--- src/rtl/i2s_rx_pkg.sv ---
// rtl/i2s_rx_pkg.sv - shared I2S receiver types, channel constant and counter sizing helper
package i2s_rx_pkg;

  typedef enum logic [1:0] {
    HUNT  = 2'd0,
    LEFT  = 2'd1,
    RIGHT = 2'd2
  } i2s_state_t;

  localparam logic I2S_LEFT = 1'b0;

  // One extra bit so the counter can hold MAX_SLOT_BITS itself when saturated.
  function automatic int bit_cnt_width(input int max_slot_bits);
    return $clog2(max_slot_bits) + 1;
  endfunction

endpackage

--- src/rtl/i2s_sync_edge.sv ---
// rtl/i2s_sync_edge.sv - two-flop synchronizer with previous-value flop and rise detect
module i2s_sync_edge (
  input  logic clk,
  input  logic rst,
  input  logic din,
  output logic sync,
  output logic rise
);

  logic s1;
  logic s2;
  logic prev;

  always_ff @(posedge clk or negedge rst) begin
    if (!rst) begin
      s1   <= 1'b0;
      s2   <= 1'b0;
      prev <= 1'b0;
    end else begin
      s1   <= din;
      s2   <= s1;
      prev <= s2;
    end
  end

  assign sync = s2;
  assign rise = s2 & ~prev;

endmodule

--- src/rtl/i2s_rx.sv ---
// rtl/i2s_rx.sv - I2S slave receiver, oversampled in clk, emits left/right PCM pairs
// Peak meters are built only when I2S_RX_PEAK_EN is defined.
module i2s_rx
  import i2s_rx_pkg::*;
#(
  parameter int SAMPLE_WIDTH  = 16,
  parameter int MAX_SLOT_BITS = 32
) (
  input  logic                    clk,
  input  logic                    rst,
  input  logic                    enable,
  input  logic                    i2s_lrck,
  input  logic                    i2s_bck,
  input  logic                    i2s_data,
  input  logic                    err_clr,
`ifdef I2S_RX_PEAK_EN
  input  logic                    peak_clr,
  output logic [SAMPLE_WIDTH-1:0] peak_left,
  output logic [SAMPLE_WIDTH-1:0] peak_right,
`endif
  output logic [SAMPLE_WIDTH-1:0] left_sample,
  output logic [SAMPLE_WIDTH-1:0] right_sample,
  output logic                    sample_valid,
  output logic                    locked,
  output logic                    short_err
);

  localparam int CW = bit_cnt_width(MAX_SLOT_BITS);
  localparam logic [CW-1:0] CNT_MAX   = CW'(MAX_SLOT_BITS);
  localparam logic [CW-1:0] CNT_SHORT = CW'(SAMPLE_WIDTH - 1);
  localparam logic [SAMPLE_WIDTH-1:0] MSB_ONE = {1'b1, {(SAMPLE_WIDTH-1){1'b0}}};

  logic lrck_s;
  logic bck_rise;
  logic data_s;
  logic bck_s_unused;
  logic lrck_rise_unused;
  logic data_rise_unused;

  i2s_sync_edge u_sync_bck (
    .clk  (clk),
    .rst  (rst),
    .din  (i2s_bck),
    .sync (bck_s_unused),
    .rise (bck_rise)
  );

  i2s_sync_edge u_sync_lrck (
    .clk  (clk),
    .rst  (rst),
    .din  (i2s_lrck),
    .sync (lrck_s),
    .rise (lrck_rise_unused)
  );

  i2s_sync_edge u_sync_data (
    .clk  (clk),
    .rst  (rst),
    .din  (i2s_data),
    .sync (data_s),
    .rise (data_rise_unused)
  );

  i2s_state_t              state;
  logic                    lr_prev;
  logic                    left_ok;
  logic [CW-1:0]           bit_cnt;
  logic [SAMPLE_WIDTH-1:0] shreg;
  logic [SAMPLE_WIDTH-1:0] left_hold;

  logic                    change;
  logic                    short_slot;
  logic [SAMPLE_WIDTH-1:0] bit_mask;
  logic [SAMPLE_WIDTH-1:0] word;

  // Positions at or beyond SAMPLE_WIDTH shift the mask out entirely, so late bits drop.
  assign bit_mask   = MSB_ONE >> bit_cnt;
  assign word       = data_s ? (shreg | bit_mask) : shreg;
  assign change     = bck_rise && (lrck_s != lr_prev);
  assign short_slot = bit_cnt < CNT_SHORT;

  always_ff @(posedge clk or negedge rst) begin
    if (!rst) begin
      state        <= HUNT;
      lr_prev      <= 1'b0;
      left_ok      <= 1'b0;
      bit_cnt      <= '0;
      shreg        <= '0;
      left_hold    <= '0;
      left_sample  <= '0;
      right_sample <= '0;
      sample_valid <= 1'b0;
      locked       <= 1'b0;
      short_err    <= 1'b0;
    end else begin
      sample_valid <= 1'b0;
      if (err_clr) begin
        short_err <= 1'b0;
      end

      if (bck_rise) begin
        lr_prev <= lrck_s;
        if (change) begin
          shreg   <= '0;
          bit_cnt <= '0;
        end else begin
          shreg <= word;
          if (bit_cnt != CNT_MAX) begin
            bit_cnt <= bit_cnt + CW'(1);
          end
        end
      end

      // A change edge carries the final bit of the slot that is closing.
      if (!enable) begin
        state   <= HUNT;
        locked  <= 1'b0;
        left_ok <= 1'b0;
      end else if (change) begin
        case (state)
          HUNT: begin
            state   <= (lrck_s == I2S_LEFT) ? LEFT : RIGHT;
            locked  <= 1'b1;
            left_ok <= 1'b0;
          end
          LEFT: begin
            left_hold <= word;
            left_ok   <= 1'b1;
            state     <= RIGHT;
            if (short_slot) begin
              short_err <= 1'b1;
            end
          end
          RIGHT: begin
            if (left_ok) begin
              left_sample  <= left_hold;
              right_sample <= word;
              sample_valid <= 1'b1;
            end
            state <= LEFT;
            if (short_slot) begin
              short_err <= 1'b1;
            end
          end
          default: state <= HUNT;
        endcase
      end
    end
  end

`ifdef I2S_RX_PEAK_EN
  function automatic logic [SAMPLE_WIDTH-1:0] magnitude(input logic [SAMPLE_WIDTH-1:0] v);
    return v[SAMPLE_WIDTH-1] ? ((~v) + SAMPLE_WIDTH'(1)) : v;
  endfunction

  logic [SAMPLE_WIDTH-1:0] mag_left;
  logic [SAMPLE_WIDTH-1:0] mag_right;

  assign mag_left  = magnitude(left_sample);
  assign mag_right = magnitude(right_sample);

  // Runs while sample_valid is high, when the sample registers already hold the new pair.
  always_ff @(posedge clk or negedge rst) begin
    if (!rst) begin
      peak_left  <= '0;
      peak_right <= '0;
    end else if (sample_valid) begin
      peak_left  <= (peak_clr || (mag_left  > peak_left))  ? mag_left  : peak_left;
      peak_right <= (peak_clr || (mag_right > peak_right)) ? mag_right : peak_right;
    end else if (peak_clr) begin
      peak_left  <= '0;
      peak_right <= '0;
    end
  end
`endif

endmodule

--- config.mk ---
export PLATFORM = sky130hd
export DESIGN_NAME = i2s_rx
export DESIGN_NICKNAME = d
export VERILOG_FILES = /design/src/rtl/i2s_rx_pkg.sv /design/src/rtl/i2s_sync_edge.sv /design/src/rtl/i2s_rx.sv
export SDC_FILE = /design/constraint.sdc
export NUM_CORES = 1
export LEC_CHECK = 0
export BUFFER_PORTS_ARGS = -buffer_cell sky130_fd_sc_hd__buf_2
export CORE_MARGIN = 2
export CORE_UTILIZATION = 45
export DETAILED_ROUTE_END_ITERATION = 8
export HOLD_SLACK_MARGIN = 0.08
export PLACE_DENSITY = 0.73
export REMOVE_ABC_BUFFERS = 1
export SLEW_MARGIN = 0
export SYNTH_ARGS = -nofsm -noshare
export SYNTH_HDL_FRONTEND = slang
export SYNTH_SLANG_ARGS = --single-unit
--- constraint.sdc ---
create_clock -name clk -period 3.6 [get_ports clk]
set_input_delay 0 -clock clk [delete_from_list [all_inputs] [get_ports clk]]
set_output_delay 0 -clock clk [all_outputs]
set_load 0.03 [all_outputs]
==> results of run 1 <==
[cell type report]
| class | count | area (µm²) |
|---|---|---|
| fill | 697 | 3630 |
| sequential | 84 | 2100 |
| clock buffer | 10 | 128 |
| timing repair buffer | 50 | 290 |
| multi-input combinational | 158 | 1330 |
| clock inverter | 6 | 48.8 |
| inverter | 10 | 37.5 |
| tap | 102 | 128 |
[power by group through the flow]
stage                     registers [W]  clock network [W]  logic, W
final                           0.00102           0.000604  0.000186
after global routing            0.00103           0.000663  0.000212
after floorplan                 0.00103                  0  0.000118
after global placement          0.00104                  0  0.000174
after detailed placement        0.00104                  0  0.000182
after CTS                       0.00102           0.000622  0.000189
[cells by family (layout without fill, tap and decap cells)]
group	count (synthesis)	count (layout)
flops	84	84
simple gates	52	52
compound gates	50	50
mux	49	49
buf+inv	25	76
fa+ha+maj	5	5
xor+xnor	2	2
[registers in the layout, indices dropped and copies added (netlist names), 2 cells and up]
signal        cells
state             2
bit_cnt           6
right_sample     16
left_hold        16
left_sample      16
shreg            16
[timing repair]
item	in CTS	in global routing
endpoints found under the hold margin	92	0
hold buffers	6	0
setup endpoints to repair	0	0
[through the flow]
| stage | instances | hold slack [ns] | util [%] | setup slack [ns] |
|---|---|---|---|---|
| 3_3_place_gp | 398 | 0.117 | 49.7 | 1.66 |
| 3_5_place_dp | 398 | 0.109 | 49.7 | 1.57 |
| 4_1_cts | 420 | 0.267 | 52.8 | 1.57 |
| 2_1_floorplan | 252 | -0.296 | - | 1.23 |
| 5_1_grt | 420 | 0.275 | 52.8 | 1.49 |
| 6_report | 420 | 0.279 | 52.8 | 1.62 |
[critical path, delay by kind of cell, from the launching register on]
family	cells	cell delay, ns
AND/OR/NAND/NOR	2	1.05
multiplexers	1	0.42
flip-flops	1	0.40
[path summary, 6_finish.rpt]
kind	depth (start not counted)	from	endpoint
setup / recovery	3	u_sync_bck.prev	left_hold[9]
hold / removal	2	i2s_data	u_sync_data.s1
setup reg to reg	3	u_sync_bck.prev	left_hold[9]
hold reg to reg	0	u_sync_lrck.s1	u_sync_lrck.sync
max in group asynchronous	2	rst	left_hold[7]
min in group asynchronous	2	rst	left_sample[5]
[cell usage after synthesis, types with 2 or more instances]
cell / n
dfrtp_1: 84
inv_1: 10
nor3b_1: 3
o21ai_0: 2
nand3_1: 3
a31oi_1: 14
buf_2: 2
nand4_1: 3
nand2_1: 7
clkbuf_1: 9
nor4bb_1: 2
mux2_2: 49
a41o_1: 2
a41oi_1: 2
and3b_1: 2
a21o_1: 8
a22o_1: 3
nor2b_1: 5
a31o_2: 9
nor4b_1: 2
a21oi_1: 4
buf_6: 3
ha_1: 5
nor2_1: 18
[layer usage]
metal  track usage (%)  up-vias
li1                  -     1065
met1              22.6     1130
met2              27.3       48
met3              4.15       11
met4              7.23        0
met5                 0        -
==> results.md, run 1 <==
- Outcome: complete, no violations
- Hold WC Path Type: input pin to flip-flop
- FMAX: 505 MHz
- Clock share of power: 33.3%
- H-tree Lvls: 3
- GRT overflow: 0
- # clock sinks: 84
- Period utilisation layout: 55.0%
- Setup_tns: 0 ns
- Synth Area in Compound Gates: 10.5%
- Routability congestion estimate: 0.829
- Delay of the slowest critical-path stage: 0.76 ns
- Power per cell area: 447 mW/mm²
- CP cell instances: nand2b_1, nor3_4, mux2_2
- Resize count post-CTS: 0
- Share of cells above drive strength 1: 38.1%
- Met2 Routed Length: 3.19 mm
- Post-synthesis cell count: 267
- Switching Power: 0.000504 W
- Final hold violations: 0
- Nets: 325
- Pleak: 2.12 nW
- Top sig layer: met4
- Max_slew headroom: 31.5%
- Commonest non-fill, non-tap cell in the layout: dfrtp_1
- Root buf cell: clkbuf_8
- Final HPWL DP: 4.24 mm
- Total Wirelength: 6.64 mm
- Crit path launch type: flip-flop
- CTS tree: yes
- Port buffer count: 41
- Synth Area in Adders: 1.77%
- Worst path required time: 3.85 ns
- Synth top area cells: dfrtp_1 59%, mux2_2 16%, a31oi_1 2.5%, a31o_2 2.2%, nor2_1 1.9%
- Power Total: 0.00181 W
- Yosys cell types: 40
- Worst Setup End Kind: flip-flop
- Row cnt: 32
- Xor/xnor share of the synthesized area: 0.706%
- Seq/Total Area, Yosys: 59.3%
- FFs w/ async S/R, synth: 100%
- Synth area leader: dfrtp_1
- DRC Markers: 0
- Core area: 0.00769 mm²
- Mean Syn Cell Area: 13.3 µm²
- Post CTS Setup Buffer Count: 0
- DR pass1 iterations: 4
- Synth warn: 0
- Number of global-route vias before repair: 2,351
- Area Growth Syn to Fin: 14.5%
- Clock slew at reported path FFs: 0.08 ns
- Die span in y: 92.7 µm
- Clock Latency Late Sink: 0.36 ns
- Comb pwr share: 10.3%
- Die W: 92.7 µm
- Mapped cell area: 0.00354 mm²
- ANT cells: 0
- Max cap viols: 0
- Largest family of logic cells by synthesized area: multiplexers
- DRT iter0 DRCs: 163
- Min cycle time layout: 1.98 ns
- Crit Path Category: flip-flop to flip-flop
- Tot GR Track Use: 17.2%
- Crit path max-delay cell type: nor3_4
- Antenna violations before repair: 0
- R2r setup slk: 1.62 ns
- Top Ports: 42
- CTS Buffer Depth: 2
- Worst Max-Slew Pin Slew: 1.03 ns
- Vias: 2,254
- Simple-gate share of the synthesized area: 8.65%
- Setup-failing EPs final: 0
- Clk_skew: 0.00886 ns
- Avg WL per Cell: 15.8 µm
- CTS Buf Count: 9
- Initial Utilization: 46.1%
- Post-synth EDFFs: 0
- Routed wl met3: 280 µm
- Most frequent cells in the layout: 84 x dfrtp_1, 49 x mux2_2, 40 x buf_2
- WL met1: 3.04 mm
- Int Pwr: 0.00131 W
- Max VDD drop: 0.323 mV
- Yosys reg bits: 84
- Sequential Power Share: 56.4%
- Global-route wire length before repair: 11.5 mm
- Finished Cell Area: 0.00406 mm²
- Die Area: 0.00860 mm²
- Post-synthesis mux area share: 15.6%
- Vias per cell: 5.37
- Worst Path Arrival: 2.23 ns
- Post-DRT Antenna Nets: 0
- Top-area cell type share of the netlist area: 59.3%
- Final Slew Violations: 0
- Synth Flop Type: dfrtp_1
- DP Area: 0.00382 mm²
- Max Fanout on Critical Path: 17
- Largest net degree at the start of global routing: 85
- Switching part of the total: 27.8%
- RSZ-0062 raised after global routing: no
Power figures use the tool's default switching activity.
==> run 2: changes to the inputs <==
--- a/config.mk
+++ b/config.mk
@@ -5,6 +5,7 @@
 export SDC_FILE = /design/constraint.sdc
 export NUM_CORES = 1
 export LEC_CHECK = 0
+export ABC_AREA = 1
 export BUFFER_PORTS_ARGS = -buffer_cell sky130_fd_sc_hd__buf_2
 export CORE_MARGIN = 2
 export CORE_UTILIZATION = 45
==> constraint.sdc (replaced) <==
create_clock -name clk -period 1.9 [get_ports clk]
set_input_delay 0 -clock clk [delete_from_list [all_inputs] [get_ports clk]]
set_output_delay 0 -clock clk [all_outputs]
set_load 0.03 [all_outputs]
==> results.md, run 2 <==
- ANT cells: 0 (unchanged)
- Max Fanout on Critical Path: 17 (unchanged)
- Crit path max-delay cell type: dfrtp_1
- Outcome: complete, no violations
- Clock share of power: 40.8% (+7.5 points)
- Period utilisation layout: 84.7% (+30 points)
- DRT iter0 DRCs: 185 (+13%)
- Global-route wire length before repair: 12.6 mm (+10%)
- Port buffer count: 41 (unchanged)
- Setup_tns: 0 ns (unchanged)
- # clock sinks: 84 (unchanged)
- Synth area leader: dfrtp_1
- Reg2reg path depth: 6 (+3)
- Die span in y: 93.0 µm (+0.31%)
- Reg2reg end: left_hold[7]
- Area Growth Syn to Fin: 17.8%
- Yosys cell types: 22 (-45%)
- Worst R2R Start: u_sync_lrck.sync
- Mean Syn Cell Area: 8.70 µm² (-34%)
- Synth cell count leaders: 193 x nand2_1, 84 x dfrtp_1, 30 x inv_1, 19 x o21ai_0, 18 x nand3_1
- Root buf cell: clkbuf_8
- Hold WC Path Type: input pin to async pin
- Final HPWL DP: 5.00 mm (+18%)
- Final hold violations: 0 (unchanged)
- Delay-heaviest family, CP: simple AND/OR/NAND/NOR gates
- Share of cells above drive strength 1: 16.0% (-22 points)
- Yosys reg bits: 84 (unchanged)
- Top Ports: 42 (unchanged)
- Sequential Power Share: 52.8% (-3.6 points)
- Hold slack final: 0.138 ns (-0.141 ns)
- Die W: 93.0 µm (+0.31%)
- Max cap viols: 0 (unchanged)
- Initial Utilization: 46.4% (+0.29 points)
- Total Wirelength: 7.14 mm (+7.6%)
- Synth warn: 0 (unchanged)
- CP cell instances: nand2_1, nand2_2, nor2_4, nand3_2, nand2_1, nand2_1
- Max_slew headroom: 68.8% (+37 points)
- Top-area cell type share of the netlist area: 58.9% (-0.37 points)
- CTS Buffer Depth: 2 (unchanged)
- Most common cell in the netlist: nand2_1
- Final Slew Violations: 0 (unchanged)
- Setup-failing EPs final: 0 (unchanged)
- Routed wl met3: 319 µm (+14%)
- Clock Latency Late Sink: 0.35 ns (about the same)
- GRT overflow: 0 (unchanged)
- CTS tree: yes
- Min cycle time layout: 1.61 ns (-0.372 ns)
- Buf+Inv Stages, Crit Path: 0 (unchanged)
- R2r setup slk: 0.29 ns (-1.33 ns)
- Clock slew at reported path FFs: 0.09 ns (about the same)
- RSZ-0062 raised after global routing: no
- Crit Path Category: flip-flop to flip-flop
- Post-synthesis mux area share: 0% (-16 points)
- Synth Flop Type: dfrtp_1
- Pleak: 2.37 nW (+12%)
- Post CTS Setup Buffer Count: 0 (unchanged)
- CTS Buf Count: 9 (unchanged)
- DRC Markers: 0 (unchanged)
- Die Area: 0.00865 mm² (+0.62%)
- Clk_skew: 0.0101 ns (+0.00121 ns)
- Core area: 0.00769 mm² (unchanged)
- DP Area: 0.00391 mm² (+2.2%)
- Top sig layer: met4
- Int Pwr: 0.00270 W (+110%)
- Delay of the slowest critical-path stage: 0.40 ns (-0.36 ns)
- Switching Power: 0.000795 W (+58%)
- Row cnt: 32 (unchanged)
- Vias per cell: 4.89 (-8.8%)
- Fin util: 54.6% (+1.8 points)
- Largest family of logic cells by synthesized area: simple AND/OR/NAND/NOR gates
- Nets: 477 (+47%)
- Seq/Total Area, Yosys: 58.9% (-0.37 points)
- Vias: 2,799 (+24%)
- Simple-gate share of the synthesized area: 28.4% (+20 points)
- Worst path required time: 2.14 ns (-1.71 ns)
- Avg WL per Cell: 12.5 µm (-21%)
- Number of global-route vias before repair: 2,804 (+19%)
- Mapped cell area: 0.00357 mm² (+0.64%)
- Power Total: 0.00350 W (+93%)
- Post-synthesis cell count: 410 (+54%)
- Tot GR Track Use: 18.5% (+1.3 points)
- Comb pwr share: 6.4% (-3.9 points)
- Power per cell area: 833 mW/mm² (+86%)
- Largest net degree at the start of global routing: 40 (-53%)
- FILL cells: 725 (+4.0%)
- Crit path launch type: flip-flop
- Top cell by count, worst path: nand2_1
- Antenna violations before repair: 0 (unchanged)
- Worst Setup End Kind: flip-flop
- Xor/xnor share of the synthesized area: 0.246% (-0.46 points)
- Post-synth EDFFs: 0 (unchanged)
- DR pass1 iterations: 4 (unchanged)
- H-tree Lvls: 3 (unchanged)
- Finished Cell Area: 0.00420 mm² (+3.5%)
- Routability congestion estimate: 0.907 (+9.5%)
- Max VDD drop: 0.376 mV (+16%)
- Met2 Routed Length: 3.33 mm (+4.5%)
- Switching part of the total: 22.7% (-5.0 points)
- Worst Path Arrival: 1.85 ns (-0.38 ns)
- WL met1: 3.37 mm (+11%)
- FMAX: 621 MHz (+23%)
- Most frequent cells in the layout: 193 x nand2_1, 84 x dfrtp_1, 40 x buf_2
- Synth Area in Adders: 1.75% (-0.011 points)
- Commonest non-fill, non-tap cell in the layout: nand2_1
- Post-DRT Antenna Nets: 0 (unchanged)
- FFs w/ async S/R, synth: 100% (unchanged)
- Synth Area in Compound Gates: 5.89% (-4.6 points)
- Synth top area cells: dfrtp_1 59%, nand2_1 20%, inv_1 3.2%, o21ai_0 2.7%, nand3_1 2.5%
- Worst Max-Slew Pin Slew: 0.468 ns (-0.559 ns)
[run 2: worst register-to-register path, cell delays in order, from the launching register on]
cell and delay, ns:
dfrtp_1 0.40, nand2_1 0.17, nand2_2 0.12, nor2_4 0.18
nand3_2 0.39, nand2_1 0.18, nand2_1 0.07
[run 2: logic make-up (layout without fill, tap and decap cells)]
| group | after synthesis | after routing |
|---|---|---|
| XOR/XNOR | 1 | 1 |
| AND/OR/NAND/NOR | 241 | 241 |
| buffers and inverters | 42 | 102 |
| AO/OA/AOI/OAI | 37 | 37 |
| flip-flops | 84 | 84 |
| adder cells (fa/ha/maj) | 5 | 5 |
[run 2: power groups by stage]
stage | Combinational, W | Sequential, W | Clock [W]
global route | 0.000260 | 0.00185 | 0.00154
CTS | 0.000228 | 0.00185 | 0.00146
floorplan | 0.000124 | 0.00188 | 0
detailed placement | 0.000217 | 0.00188 | 0
global placement | 0.000212 | 0.00188 | 0
finish | 0.000225 | 0.00185 | 0.00143
[run 2: final cells by class]
class	instances	area, µm²	share of cell area, %
Clock buffer	11	151	3.60
Clock inverter	5	81.3	1.94
Inverter	31	116	2.77
Multi-Input combinational cell	284	1290	30.8
Sequential cell	84	2100	50.0
Tap cell	102	128	3.04
Timing Repair Buffer	55	328	7.80
[run 2: worst max path at each step]
stage | startpoint | to | slack, ns | cells past startpoint
floorplan | u_sync_bck.prev | left_sample[0] | 0.43 | 6
global placement | u_sync_lrck.sync | left_sample[12] | 0.34 | 7
detailed placement | u_sync_lrck.sync | left_sample[9] | 0.29 | 7
CTS | u_sync_lrck.sync | left_sample[9] | 0.28 | 7
global route | state[0] | right_sample[6] | 0.14 | 8
finish | u_sync_lrck.sync | left_hold[7] | 0.29 | 6
[run 2: routing by layer]
layer  up-vias  track usage, %
li1       1393               -
met1      1332            24.6
met2        64            30.1
met3        10            3.30
met4         0            7.48
met5         -               0
[run 2: per-stage QoR]
step,cells,worst slack (ns)
after CTS,572,0.282
after floorplan,399,0.427
after global routing,572,0.139
after detailed placement,550,0.285
final,572,0.291
after global placement,550,0.342
[run 2: timing repair]
action	CTS	global route
endpoints found under the hold margin	44	0
gates resized for setup	0	0
hold buffers	6	0
==> run 3: changes to the inputs <==
--- a/config.mk
+++ b/config.mk
@@ -11,7 +11,7 @@
 export CORE_UTILIZATION = 45
 export DETAILED_ROUTE_END_ITERATION = 8
 export HOLD_SLACK_MARGIN = 0.08
-export PLACE_DENSITY = 0.73
+export PLACE_DENSITY = 0.76
 export REMOVE_ABC_BUFFERS = 1
 export SLEW_MARGIN = 0
 export SYNTH_ARGS = -nofsm -noshare
==> constraint.sdc (replaced) <==
create_clock -name clk -period 1.4 [get_ports clk]
set_input_delay 0 -clock clk [delete_from_list [all_inputs] [get_ports clk]]
set_output_delay 0 -clock clk [all_outputs]
set_load 0.03 [all_outputs]
==> results.md, run 3 (synthesis results as in run 2) <==
- CTS Buffer Depth: 2 (unchanged)
- Inst Count DP: 564 (+2.5%)
- # clock sinks: 84 (unchanged)
- Power per cell area: 1030 mW/mm² (+23%)
- Largest net degree at the start of global routing: 38 (-5.0%)
- Die W: 93.0 µm (unchanged)
- Final hold violations: 0 (unchanged)
- FMAX: 745 MHz (+20%)
- ANT cells: 0 (unchanged)
- CP endpoint: right_sample[5]
- Period utilisation layout: 95.9% (+11 points)
- Clock slew at reported path FFs: 0.08 ns (about the same)
- CTS tree: yes
- Min cycle time layout: 1.34 ns (-0.266 ns)
- Clock share of power: 36.4% (-4.4 points)
- Die Area: 0.00865 mm² (unchanged)
- CTS Buf Count: 9 (unchanged)
- DR pass1 iterations: 4 (unchanged)
- R2r setup slk: 0.06 ns (-0.23 ns)
- GRT overflow: 0 (unchanged)
- Reg2reg path depth: 7 (+1)
- Vias: 2,843 (+1.6%)
- Share of cells above drive strength 1: 21.6% (+5.6 points)
- DRT iter0 DRCs: 198 (+7.0%)
- Power Total: 0.00451 W (+29%)
- Comb pwr share: 7.9% (+1.5 points)
- Reg2reg end: right_sample[5]
- Antenna violations before repair: 0 (unchanged)
- RSZ-0062 raised after global routing: yes
- Final HPWL DP: 5.30 mm (+6.0%)
- Max_slew headroom: 67.7% (-1.1 points)
- Root buf cell: clkbuf_8
- Crit Path Category: flip-flop to flip-flop
- DRC Markers: 0 (unchanged)
- Avg WL per Cell: 12.5 µm (+0.44%)
- Worst path required time: 1.69 ns (-0.45 ns)
- Setup WS post-layout: 0.0570 ns (-0.234 ns)
- Int Pwr: 0.00342 W (+26%)
- Global-route wire length before repair: 12.9 mm (+2.1%)
- Post-DRT Antenna Nets: 0 (unchanged)
- Worst Path Arrival: 1.63 ns (-0.22 ns)
- Initial Utilization: 46.4% (unchanged)
- Sequential Power Share: 55.7% (+2.9 points)
- Top Ports: 42 (unchanged)
- Non-filler instance count after layout: 588 (+2.8%)
- Nets: 494 (+3.6%)
- Tot GR Track Use: 18.9% (+0.48 points)
- Switching Power: 0.00109 W (+37%)
- Switching part of the total: 24.2% (+1.5 points)
- Routability congestion estimate: 0.956 (+5.4%)
- Total Wirelength: 7.37 mm (+3.3%)
- Die span in y: 93.0 µm (unchanged)
- Worst Setup End Kind: flip-flop
- Final Slew Violations: 0 (unchanged)
- Vias per cell: 4.84 (-1.2%)
- Pleak: 2.48 nW (+4.6%)
- Max VDD drop: 0.785 mV (+110%)
- Setup-failing EPs final: 0 (unchanged)
- Setup_tns: 0 ns (unchanged)
- Clock Latency Late Sink: 0.35 ns (about the same)
- Worst R2R Start: u_sync_lrck.sync
- Area Growth Syn to Fin: 23.1%
- Worst Max-Slew Pin Slew: 0.484 ns (+0.0162 ns)
- Outcome: complete, no violations
- Hold WC Path Type: input pin to async pin
- Port buffer count: 41 (unchanged)
- Max Fanout on Critical Path: 19 (+2)
- Crit path launch: u_sync_lrck.sync
- H-tree Lvls: 3 (unchanged)
- Core area: 0.00769 mm² (unchanged)
- Clk_skew: 0.0109 ns (+0.000781 ns)
- Commonest non-fill, non-tap cell in the layout: nand2_1
- Crit path launch type: flip-flop
- Row cnt: 32 (unchanged)
- Max cap viols: 0 (unchanged)
- Most frequent cells in the layout: 191 x nand2_1, 81 x dfrtp_1, 40 x buf_2
- Pre-CTS setup slack: 0.0378 ns (-0.247 ns)
- Number of global-route vias before repair: 2,856 (+1.9%)
==> run 3: how the worst min path moves through the flow <==
stage / startpoint / end / cells past startpoint
floorplan: rst / bit_cnt[0] / 0
global placement: rst / sample_valid / 1
detailed placement: rst / sample_valid / 1
CTS: rst / sample_valid / 2
global route: rst / right_sample[11] / 2
finish: rst / sample_valid / 2
==> run 3: stage by stage <==
step | hold slack [ns] | utilization [%] | area (µm²)
2_1_floorplan | -0.296 | - | 3510
3_3_place_gp | -0.00969 | 52.8 | 4060
3_5_place_dp | 0.00328 | 52.8 | 4060
4_1_cts | 0.159 | 56.0 | 4300
5_1_grt | 0.196 | 57.1 | 4390
6_report | 0.149 | 57.1 | 4390
==> run 3: cell type report <==
type / instances / area (µm²)
clock inverters: 5 / 53.8
inverters: 31 / 116
flip-flops and latches: 84 / 2110
fillers: 684 / 3300
clock buffers: 10 / 128
repair buffers: 72 / 513
multi-input cells: 284 / 1350
well taps: 102 / 128
==> run 3: critical path, cell delays in order (launching register included) <==
cell and delay, ns:
dfrtp_1 0.42, nand2_2 0.10, buf_6 0.10, nand4_4 0.17, nor2_4 0.19, buf_12 0.17
nand2_1 0.06, nand2_1 0.07
==> run 3: layer usage <==
layer / vias up / share of wire, % / GRT usage, %
met5: - / 0 / 0
met4: 0 / 1.7 / 7.35
met3: 11 / 3.6 / 4.75
met2: 62 / 49 / 30.5
met1: 1356 / 46 / 24.8
li1: 1414 / - / -
==> run 3: power groups by stage <==
stage | logic [W] | clock network (W) | registers [W]
after floorplan | 0.000168 | 0 | 0.00255
after global placement | 0.000318 | 0 | 0.00255
after detailed placement | 0.000329 | 0 | 0.00255
after CTS | 0.000343 | 0.00168 | 0.00250
after global routing | 0.000406 | 0.00179 | 0.00252
final | 0.000357 | 0.00164 | 0.00251
==> run 3: repair_timing <==
| action | CTS | global route |
|---|---|---|
| hold buffers | 6 | 0 |
| resized for setup | 0 | 18 |
| setup buffers | 0 | 3 |
| endpoints found under the hold margin | 89 | 0 |
| setup endpoints to repair | 0 | 59 |
